[config.mk]
export PLATFORM = sky130hd
export DESIGN_NAME = debug_clk_ctrl
export DESIGN_NICKNAME = d
export VERILOG_FILES = /design/src/rtl/debug_clk_ctrl.sv
export SDC_FILE = /design/constraint.sdc
export NUM_CORES = 1
export LEC_CHECK = 0
export CAP_MARGIN = 10
export CORE_AREA = 2 2 98 100
export DETAILED_ROUTE_END_ITERATION = 8
export DIE_AREA = 0 0 100 102
export DONT_BUFFER_PORTS = 1
export PLACE_DENSITY = 0.79
export SYNTH_ARGS = -nofsm -noshare
export SYNTH_HDL_FRONTEND = slang
export SYNTH_SLANG_ARGS = --single-unit
[constraint.sdc]
create_clock -name clkIn -period 3.82 [get_ports clkIn]
set_input_delay 0.573 -clock clkIn [delete_from_list [all_inputs] [get_ports clkIn]]
set_output_delay 0.573 -clock clkIn [all_outputs]
set_load 0.05 [all_outputs]
[src/rtl/debug_clk_ctrl.sv]
// -----------------------------------------------------------------------------
// debug_clk_ctrl
//   Debug clock controller for a soft CPU. Produces a one-cycle CPU clock
//   enable (never a gated clock). The enable can run every cycle, on a divided
//   tick, or once per debounced push-button step. A display mux shows one of
//   CH_N data channels.
//
//   Optional feature: define DBG_BRK_EN to build the PC breakpoint logic.
//   Without it BrkAddrIn/BrkEnIn are ignored and the BRK state is unreachable.
//
// Ports
//   clkIn        system clock, all state on rising edge
//   resetIn      synchronous active-high reset
//   ModeIn       00 halt, 01 full speed, 10 divided, 11 single-step
//   DivSelIn     divider tap index (clamped to DIV_W-1)
//   StepBtnIn    raw asynchronous step button
//   PCIn         current CPU PC
//   BrkAddrIn    breakpoint address
//   BrkEnIn      breakpoint enable
//   ChSelIn      display channel select
//   ChDataIn     packed display channels, channel k at [k*DATA_W +: DATA_W]
//   CpuEnOut     registered one-cycle CPU enable pulse
//   HaltedOut    registered, high in HALT or BRK
//   StepCntOut   count of issued CpuEnOut pulses (wraps)
//   DispDataOut  registered selected channel, 0 when ChSelIn >= CH_N
// -----------------------------------------------------------------------------
module debug_clk_ctrl #(
    parameter int DIV_W  = 25,
    parameter int CH_N   = 4,
    parameter int DATA_W = 32,
    parameter int DBNC_W = 20
) (
    input  logic                      clkIn,
    input  logic                      resetIn,
    input  logic [1:0]                ModeIn,
    input  logic [4:0]                DivSelIn,
    input  logic                      StepBtnIn,
    input  logic [31:0]               PCIn,
    input  logic [31:0]               BrkAddrIn,
    input  logic                      BrkEnIn,
    input  logic [$clog2(CH_N)-1:0]   ChSelIn,
    input  logic [CH_N*DATA_W-1:0]    ChDataIn,
    output logic                      CpuEnOut,
    output logic                      HaltedOut,
    output logic [15:0]               StepCntOut,
    output logic [DATA_W-1:0]         DispDataOut
);

    localparam int          TAP_W   = $clog2(DIV_W);
    localparam int unsigned DIV_MAX = DIV_W - 1;
    localparam int          CSW     = $clog2(CH_N);

    typedef enum logic [1:0] {
        S_HALT = 2'd0,
        S_RUN  = 2'd1,
        S_BRK  = 2'd2
    } state_t;

    // ------------------------------------------------------------------
    // Free-running divider and tap edge detect
    // ------------------------------------------------------------------
    logic [DIV_W-1:0] div_q;
    logic             tap_prev_q;
    logic [TAP_W-1:0] tap_idx;
    logic             tap_bit;
    logic             tick;

    always_comb begin
        if (32'(DivSelIn) > DIV_MAX) tap_idx = TAP_W'(DIV_MAX);
        else                         tap_idx = TAP_W'(DivSelIn);
    end

    assign tap_bit = div_q[tap_idx];
    // A tap change can produce one early tick; harmless for a debug clock.
    assign tick    = tap_bit & ~tap_prev_q;

    always_ff @(posedge clkIn) begin
        if (resetIn) begin
            div_q      <= '0;
            tap_prev_q <= 1'b0;
        end else begin
            div_q      <= div_q + DIV_W'(1);
            tap_prev_q <= tap_bit;
        end
    end

    // ------------------------------------------------------------------
    // Step button: 2-flop synchroniser, debounce, rising-edge request
    // ------------------------------------------------------------------
    logic [1:0]        sync_q;
    logic              dbnc_lvl_q;
    logic [DBNC_W-1:0] dbnc_cnt_q;
    logic              step_req_q;
    logic              dbnc_diff;
    logic              dbnc_done;

    assign dbnc_diff = sync_q[1] ^ dbnc_lvl_q;
    // The counter saturating while still different marks the 2^DBNC_W-th
    // consecutive differing cycle, so the level flips on this edge.
    assign dbnc_done = dbnc_diff & (&dbnc_cnt_q);

    always_ff @(posedge clkIn) begin
        if (resetIn) begin
            sync_q     <= '0;
            dbnc_lvl_q <= 1'b0;
            dbnc_cnt_q <= '0;
            step_req_q <= 1'b0;
        end else begin
            sync_q <= {sync_q[0], StepBtnIn};
            if (!dbnc_diff) begin
                dbnc_cnt_q <= '0;
            end else if (dbnc_done) begin
                dbnc_cnt_q <= '0;
                dbnc_lvl_q <= ~dbnc_lvl_q;
            end else begin
                dbnc_cnt_q <= dbnc_cnt_q + DBNC_W'(1);
            end
            step_req_q <= dbnc_done & ~dbnc_lvl_q;
        end
    end

    // ------------------------------------------------------------------
    // Run-control FSM
    // ------------------------------------------------------------------
    state_t      state_q, state_d;
    logic [1:0]  mode_q;
    logic        en_q, en_d;
    logic        halted_q;
    logic [15:0] step_cnt_q;
    logic        hit_d;

`ifdef DBG_BRK_EN
    logic armed_q;
    assign hit_d = BrkEnIn & armed_q & (PCIn == BrkAddrIn) & (state_q == S_RUN);

    // Cleared on a hit, re-armed as soon as the PC moves off the address,
    // so resuming at the breakpoint does not immediately re-trap.
    always_ff @(posedge clkIn) begin
        if (resetIn)                armed_q <= 1'b1;
        else if (hit_d)             armed_q <= 1'b0;
        else if (PCIn != BrkAddrIn) armed_q <= 1'b1;
    end
`else
    logic unused_brk;
    assign unused_brk = ^{PCIn, BrkAddrIn, BrkEnIn};
    assign hit_d      = 1'b0;
`endif

    always_comb begin
        state_d = state_q;
        en_d    = 1'b0;
        case (state_q)
            S_HALT: begin
                if (ModeIn != 2'b00) state_d = S_RUN;
            end
            S_RUN: begin
                if (ModeIn == 2'b00) begin
                    state_d = S_HALT;
                end else if (hit_d) begin
                    state_d = S_BRK;
                end else begin
                    case (ModeIn)
                        2'b01:   en_d = 1'b1;
                        2'b10:   en_d = tick;
                        2'b11:   en_d = step_req_q;
                        default: en_d = 1'b0;
                    endcase
                end
            end
            S_BRK: begin
                en_d = step_req_q;
                if (ModeIn != mode_q) state_d = (ModeIn == 2'b00) ? S_HALT : S_RUN;
            end
            default: state_d = S_HALT;
        endcase
    end

    always_ff @(posedge clkIn) begin
        if (resetIn) begin
            state_q    <= S_HALT;
            mode_q     <= 2'b00;
            en_q       <= 1'b0;
            halted_q   <= 1'b1;
            step_cnt_q <= '0;
        end else begin
            state_q  <= state_d;
            mode_q   <= ModeIn;
            en_q     <= en_d;
            halted_q <= (state_d != S_RUN);
            if (en_d) step_cnt_q <= step_cnt_q + 16'd1;
        end
    end

    assign CpuEnOut   = en_q;
    assign HaltedOut  = halted_q;
    assign StepCntOut = step_cnt_q;

    // ------------------------------------------------------------------
    // Display mux
    // ------------------------------------------------------------------
    logic [DATA_W-1:0] disp_q, disp_d;

    always_comb begin
        disp_d = '0;
        for (int k = 0; k < CH_N; k++) begin
            if (ChSelIn == CSW'(k)) disp_d = ChDataIn[k*DATA_W +: DATA_W];
        end
    end

    always_ff @(posedge clkIn) begin
        if (resetIn) disp_q <= '0;
        else         disp_q <= disp_d;
    end

    assign DispDataOut = disp_q;

endmodule

==> out/metrics.csv <==
stage,metric,value,unit
cells_and_area,fin_nets,683,
sta,final.period_utilization,0.704,
worst_setup_path,cp_slowest_stage_delay,530,ps
cts,cts_buffer_depth,2,
worst_setup_path,crit_arrival,2990,ps
cells_and_area,drive_gt1_frac,0.109,
sta,fmax,372,MHz
cells_and_area,syn2layout_area_growth,4.61,%
sta,drv_slew,0,
grt,grt_pass1_wl,18200,µm
floorplanning,dieArea,10200,µm²
logic_synthesis,syn_inst,484,
worst_setup_path,cp-startpoint,div_q[9],
logic_synthesis,synthAdderAreaFrac,0.0178,
cts,clk_latency,380,ps
drt,via_count,3633,
cells_and_area,seqCellArea,2080,µm²
worst_setup_path,endpoint,StepCntOut[11],
logic_synthesis,synth_top_family_by_area,simple AND/OR/NAND/NOR gates,
drt,drc_errors,0,
pwr,powerDensity,401,nW/µm²
cts,ctsHoldBuffers,0,
logic_synthesis,synth_ff_type,dfxtp_1,
drt,drt_iter0_markers,165,
pwr,power_leakage,0.00174,µW
logic_synthesis,synth_warnings,0,
worst_setup_path,critPathCaptureType,flip-flop,
sta,hold_viol_final,0,
worst_setup_path,crit_fanout,31,
drt,drt_pre_antenna_iters,4,
sta,slew_headroom,0.571,
drt,post_drt_wl_per_cell,19.4,µm
worst_setup_path,r2r_cells,8,
placement,numPortBuffers,0,
cts,cts_resized,0,
logic_synthesis,synth_edf_count,0,
min_path,hold_path_class,in -> reg,
cells_and_area,n_fill_cell,794,
floorplanning,initial_utilization,0.539,
job,maxCapViolCount,0,
cts,cts_max_level,3,
pwr,p_total,2060,µW
cts,cts_buffers,9,
worst_setup_path,timing.rr.start,div_q[9],
cts,clkSlewWorstSetupHoldPaths,110,ps
logic_synthesis,synth_nets,696,
sta,tns,0,ps
floorplanning,ios,255,
floorplanning,die_h,102,µm
worst_setup_path,r2r_slack,1130,ps
worst_setup_path,required,4120,ps
logic_synthesis,synth_compound_area_frac,0.0719,
sta,setup_viol,0,
logic_synthesis,yosys.area_share.simple,0.220,
logic_synthesis,ys_types,47,
cells_and_area,antenna_cells,0,
worst_setup_path,crit_path_start_kind,flip-flop,
grt,grt_pass1_vias,3714,
grt,grt_max_degree,85,
grt,grt_usage,0.226,
cts,tritoncts,yes,
logic_synthesis,ys_seq_elements,104,
outcome,status,completed,
worst_setup_path,slowest_stage,a2111oi_0,
cells_and_area,multi_input_area,2690,µm²
drt,wl,11400,µm
placement,place_congestion,0.922,
sta,worst-slew-pin-transition,642,ps
pwr,peakVddDrop,174,µV
cts,clock-sinks,104,
logic_synthesis,syn_area,4910,µm²
logic_synthesis,async_reset_ff_frac,0,
floorplanning,die_x,100,µm
logic_synthesis,synth_seq_area_share,0.424,
floorplanning,coreArea,9110,µm²
sta,rsz0062_at_grt,no,
drt,ant_nets,0,
worst_setup_path,worstSetupPathType,reg -> reg,
logic_synthesis,synthMuxAreaShare,0.169,
logic_synthesis,synth.avg_cell_area,10.1,µm²
logic_synthesis,synth_xor_area_frac,0.0696,
placement,dpl.hpwl,8460,µm
cts,cts_setup_buffers,0,
sta,period_minus_slack,2690,ps
sta,skew,15.3,ps
worst_setup_path,crit_chain,"mux2i_1, a2111oi_0, nor4bb_1, a311oi_2, a22oi_2, buf_4, or4_1, a21oi_1",
grt,antenna_found_initial,0,
floorplanning,rows,35,
grt,gr-total-overflow,0,
cts,cts_root_buf,clkbuf_8,
worst_setup_path,r2r_end,StepCntOut[11],
drt,vias_per_cell,6.19,
-- flip-flops by register name, summed over array words and instances (netlist names) --
| name | count |
|---|---|
| div_q | 25 |
| StepCntOut | 16 |
| dbnc_lvl_q | 1 |
| step_req_q | 1 |
| HaltedOut | 1 |
| mode_q | 2 |
| DispDataOut | 32 |
| dbnc_cnt_q | 20 |
| state_q | 2 |
| tap_prev_q | 1 |
| sync_q | 2 |
| CpuEnOut | 1 |
-- per-layer routing --
metal | GRT usage | vias up | wire (µm)
li1 | - | 1712 | -
met1 | 0.278 | 1739 | 4800
met2 | 0.387 | 160 | 5360
met3 | 0.0568 | 22 | 981
met4 | 0.0832 | 0 | 237
met5 | 0 | - | 0
-- critical path, delay by kind of cell, from the launching register on --
family | cells | cell delay, ps
DFF | 1 | 480
muxes | 1 | 110
buffers and inverters | 1 | 240
AOI/OAI and AO/OA | 4 | 1130
and+or+nand+nor | 2 | 660
-- synth_stat cells (2+ instances only) --
library cell	count	area, µm²
a2111oi_0	2	17.5
o21ai_0	17	85.1
ha_1	7	87.6
nor2b_1	39	244
xor2_1	25	219
nor3b_1	3	22.5
buf_1	5	18.8
xnor2_1	14	123
nand3_1	26	130
nor3_1	6	30.0
nand2_1	30	113
dfxtp_1	104	2080
or3_1	14	87.6
mux2i_1	6	60.1
nand4_1	7	43.8
clkbuf_1	14	52.6
buf_6	2	22.5
or4_1	6	45.0
o31ai_1	6	45.0
inv_1	5	18.8
nor2_1	54	203
and3_1	14	87.6
nor4b_1	2	17.5
a21oi_1	20	100
mux4_2	33	743
buf_2	2	10.0
-- cell families after synthesis --
group,count (synthesis)
AOI/OAI and AO/OA,56
xor gates and xnor gates,39
adders and majority gates,7
buffers and inverters,30
DFF,104
muxes,40
and+or+nand+nor,208
-- power breakdown --
group / internal [µW] / switching [µW]
logic: 90.0 / 41.4
clock network: 257 / 431
registers: 1120 / 122
total: 1470 / 594
-- layout make-up --
| class | instances | share of cell area |
|---|---|---|
| Timing Repair Buffer | 1 | 0.00146 |
| Clock buffer | 9 | 0.0241 |
| Clock inverter | 7 | 0.0141 |
| Inverter | 5 | 0.00366 |
| Tap cell | 111 | 0.0271 |
| Sequential cell | 104 | 0.406 |
| Multi-Input combinational cell | 350 | 0.524 |
-- how the worst min path moves through the flow --
stage	cells after the start	end	startpoint	slack [ps]
2_1_floorplan	1	sync_q[1]	sync_q[0]	410
5_1_grt	1	StepCntOut[10]	resetIn	250
3_5_place_dp	1	sync_q[1]	sync_q[0]	430
4_1_cts	1	StepCntOut[3]	resetIn	250
6_report	1	mode_q[1]	resetIn	260
3_3_place_gp	1	sync_q[1]	sync_q[0]	430
-- cells in the final DEF, fill, tap and decap left out, types with 2 or more instances in the layout --
master / n
clkinv_4: 2
inv_1: 5
nor3_1: 6
xnor2_1: 14
mux4_2: 33
nor2_1: 54
nand3_1: 26
nand4_1: 7
nand2_1: 30
and3_1: 14
clkbuf_8: 9
or4_1: 6
or3_1: 14
nor3b_1: 3
nor4b_1: 2
ha_1: 7
o31ai_1: 6
dfxtp_1: 104
mux2i_1: 6
o21ai_0: 17
a21oi_1: 20
a2111oi_0: 2
xor2_1: 25
nor2b_1: 39
inv_8: 2
-- per-stage QoR --
step | worst slack (ps) | utilization | area (µm²) | hold slack [ps] | instances
2_1_floorplan | 1360 | - | 4910 | 414 | 484
3_3_place_gp | 1110 | 0.542 | 4940 | 434 | 571
3_5_place_dp | 1030 | 0.542 | 4940 | 426 | 571
4_1_cts | 1110 | 0.564 | 5130 | 246 | 587
5_1_grt | 954 | 0.564 | 5130 | 247 | 587
6_report | 1130 | 0.564 | 5130 | 256 | 587
Power figures use the tool's default switching activity.
==> RTL change, RTL diff (same flow settings) <==
Add a define of `DBG_BRK_EN`.
--- a/src/rtl/debug_clk_ctrl.sv
+++ b/src/rtl/debug_clk_ctrl.sv
@@ -26,2 +26,4 @@
 // -----------------------------------------------------------------------------
+`define DBG_BRK_EN
+
 module debug_clk_ctrl #(
Behaviour: not the same (Yosys sat finds a counterexample within 4 cycles, from zero or initial values and one cycle with resetIn high).
==> RTL change against the unedited design <==
- clock power fell by 6.6%
- wire length increased by 21%
- largest cell class unchanged
- critical path depth is 1 lower
- power grew 1.1%
- clock skew is 0.00053 ns lower
- cell count increased by 11%
- global-route usage grew 4.2 points
- area after synthesis increased by 13%
- setup slack better by 0.13 ns
- sequential cell count is 1 higher
- highest routed layer is now met5
- combinational power increased by 40%
- cell area increased by 11%
==> RTL change: results (changes against the unedited design) <==
| Metric | Value |
|---|---|
| Result of the run | finished clean (unchanged) |
| DP Area | 5550 µm² (was 4940 µm²) |
| Nets in the synthesized netlist | 764 (was 696) |
| Cell count after placement | 636 (was 571) |
| Vias per cell | 6.16 (was 6.19) |
| Maximum single-stage delay on the critical path | 0.69 ns (was 0.53 ns) |
| Iter 0 DRT Violations | 216 (was 165) |
| Total leakage power | 0.00195 µW (was 0.00174 µW) |
| Gp weighted congestion | 1.09 (was 0.922) |
| Arrival time worst endpoint | 2.84 ns (was 2.99 ns) |
| Estimated wirelength of the detail-placed design | 10800 µm (was 8460 µm) |
| Slew of the pin with the lowest slew margin | 0.859 ns (was 0.642 ns) |
| Top post-synthesis cells by count | sky130_fd_sc_hd__dfxtp_1 (105), sky130_fd_sc_hd__nor2_1 (67), sky130_fd_sc_hd__nor2b_1 (52), sky130_fd_sc_hd__xnor2_1 (48), sky130_fd_sc_hd__mux4_2 (35) (was sky130_fd_sc_hd__dfxtp_1 (104), sky130_fd_sc_hd__nor2_1 (54), sky130_fd_sc_hd__nor2b_1 (39), sky130_fd_sc_hd__mux4_2 (33), sky130_fd_sc_hd__nand2_1 (30)) |
| Number of cells produced by synthesis | 552 (was 484) |
| Highest ir drop seen on vdd | 0.167 mV (was 0.174 mV) |
| Initial antenna violation count | 3 (was 0) |
| Total global routing track utilization | 26.7% (was 22.6%) |
| WL per Instance | 21.1 µm (was 19.4 µm) |
| Aggregate routed wire length | 13700 µm (was 11400 µm) |
| CP max FO | 19 (was 31) |
| Slowest stage cell, crit path | sky130_fd_sc_hd__o31a_1 (was sky130_fd_sc_hd__a2111oi_0) |
| Net count, final | 748 (was 683) |
| Largest clock skew in the final design | 0.0148 ns (was 0.0153 ns) |
| Maximum number of pins on one net before global-route repair | 98 (was 85) |
| Sequential-to-total area share from yosys stat | 38.0% (was 42.4%) |
| Dominant cells by area after synthesis | sky130_fd_sc_hd__dfxtp_1 (38%), sky130_fd_sc_hd__mux4_2 (14%), sky130_fd_sc_hd__xnor2_1 (7.6%) (was sky130_fd_sc_hd__dfxtp_1 (42%), sky130_fd_sc_hd__mux4_2 (15%), sky130_fd_sc_hd__nor2b_1 (5.0%)) |
| First-pass GRT wire length | 20900 µm (was 18200 µm) |
| Number of global-route vias before repair | 4020 (was 3714) |
| Worst slack at placement | 1.01 ns (was 1.03 ns) |
| Share of layout cells above drive strength 1 | 12.4% (was 10.9%) |
| Final-layout fill cell count | 735 (was 794) |
| Number of distinct library cells after synthesis | 44 (was 47) |
## RTL change: cell type report
cell class / count / area (µm²) / area share (%)
clock buffers: 10 / 128 / 2.23
clock inverters: 6 / 48.8 / 0.853
inverters: 4 / 15.0 / 0.262
multi-input cells: 415 / 3280 / 57.4
flip-flops and latches: 105 / 2100 / 36.7
well taps: 111 / 139 / 2.43
repair buffers: 1 / 7.51 / 0.131
## RTL change: final timing paths
path	startpoint	cells past startpoint	slack, ns	to
min	resetIn	1	0.26	div_q[22]
max reg2reg	div_q[14]	7	1.26	StepCntOut[0]
min reg2reg	sync_q[0]	1	0.46	sync_q[1]
max	div_q[14]	7	1.26	StepCntOut[0]
## RTL change: cells by family (layout without fill, tap and decap cells)
logic type | after synthesis | after routing | share of synthesized area [%]
buf+inv | 32 | 21 | 2.71
compound gates | 36 | 36 | 4.29
flops | 105 | 105 | 38.0
simple gates | 249 | 249 | 24.3
fa+ha+maj | 7 | 7 | 1.58
xor+xnor | 72 | 72 | 11.4
mux | 51 | 51 | 17.8
## RTL change: worst reg2reg max path: cells and delay by family (launching register included)
| kind | cells | cell delay (ns) |
|---|---|---|
| and+or+nand+nor | 2 | 0.26 |
| AOI/OAI and AO/OA | 3 | 1.04 |
| DFF | 1 | 0.35 |
| muxes | 2 | 0.81 |
## RTL change: power by group
group / switching [µW] / internal, µW / leakage (µW) / total (µW)
Sequential: 127 / 1130 / 0.000857 / 1260
Clock: 394 / 247 / 0.0000920 / 642
Combinational: 62.1 / 121 / 0.000999 / 184
## RTL change: per-layer routing
layer  track usage, %  part of all wire, %  wire, µm
met1             30.3                   37      5020
met3             11.7                   11      1550
met2             45.4                   50      6880
met4             9.38                  1.8       249
met5                0                 0.32        44
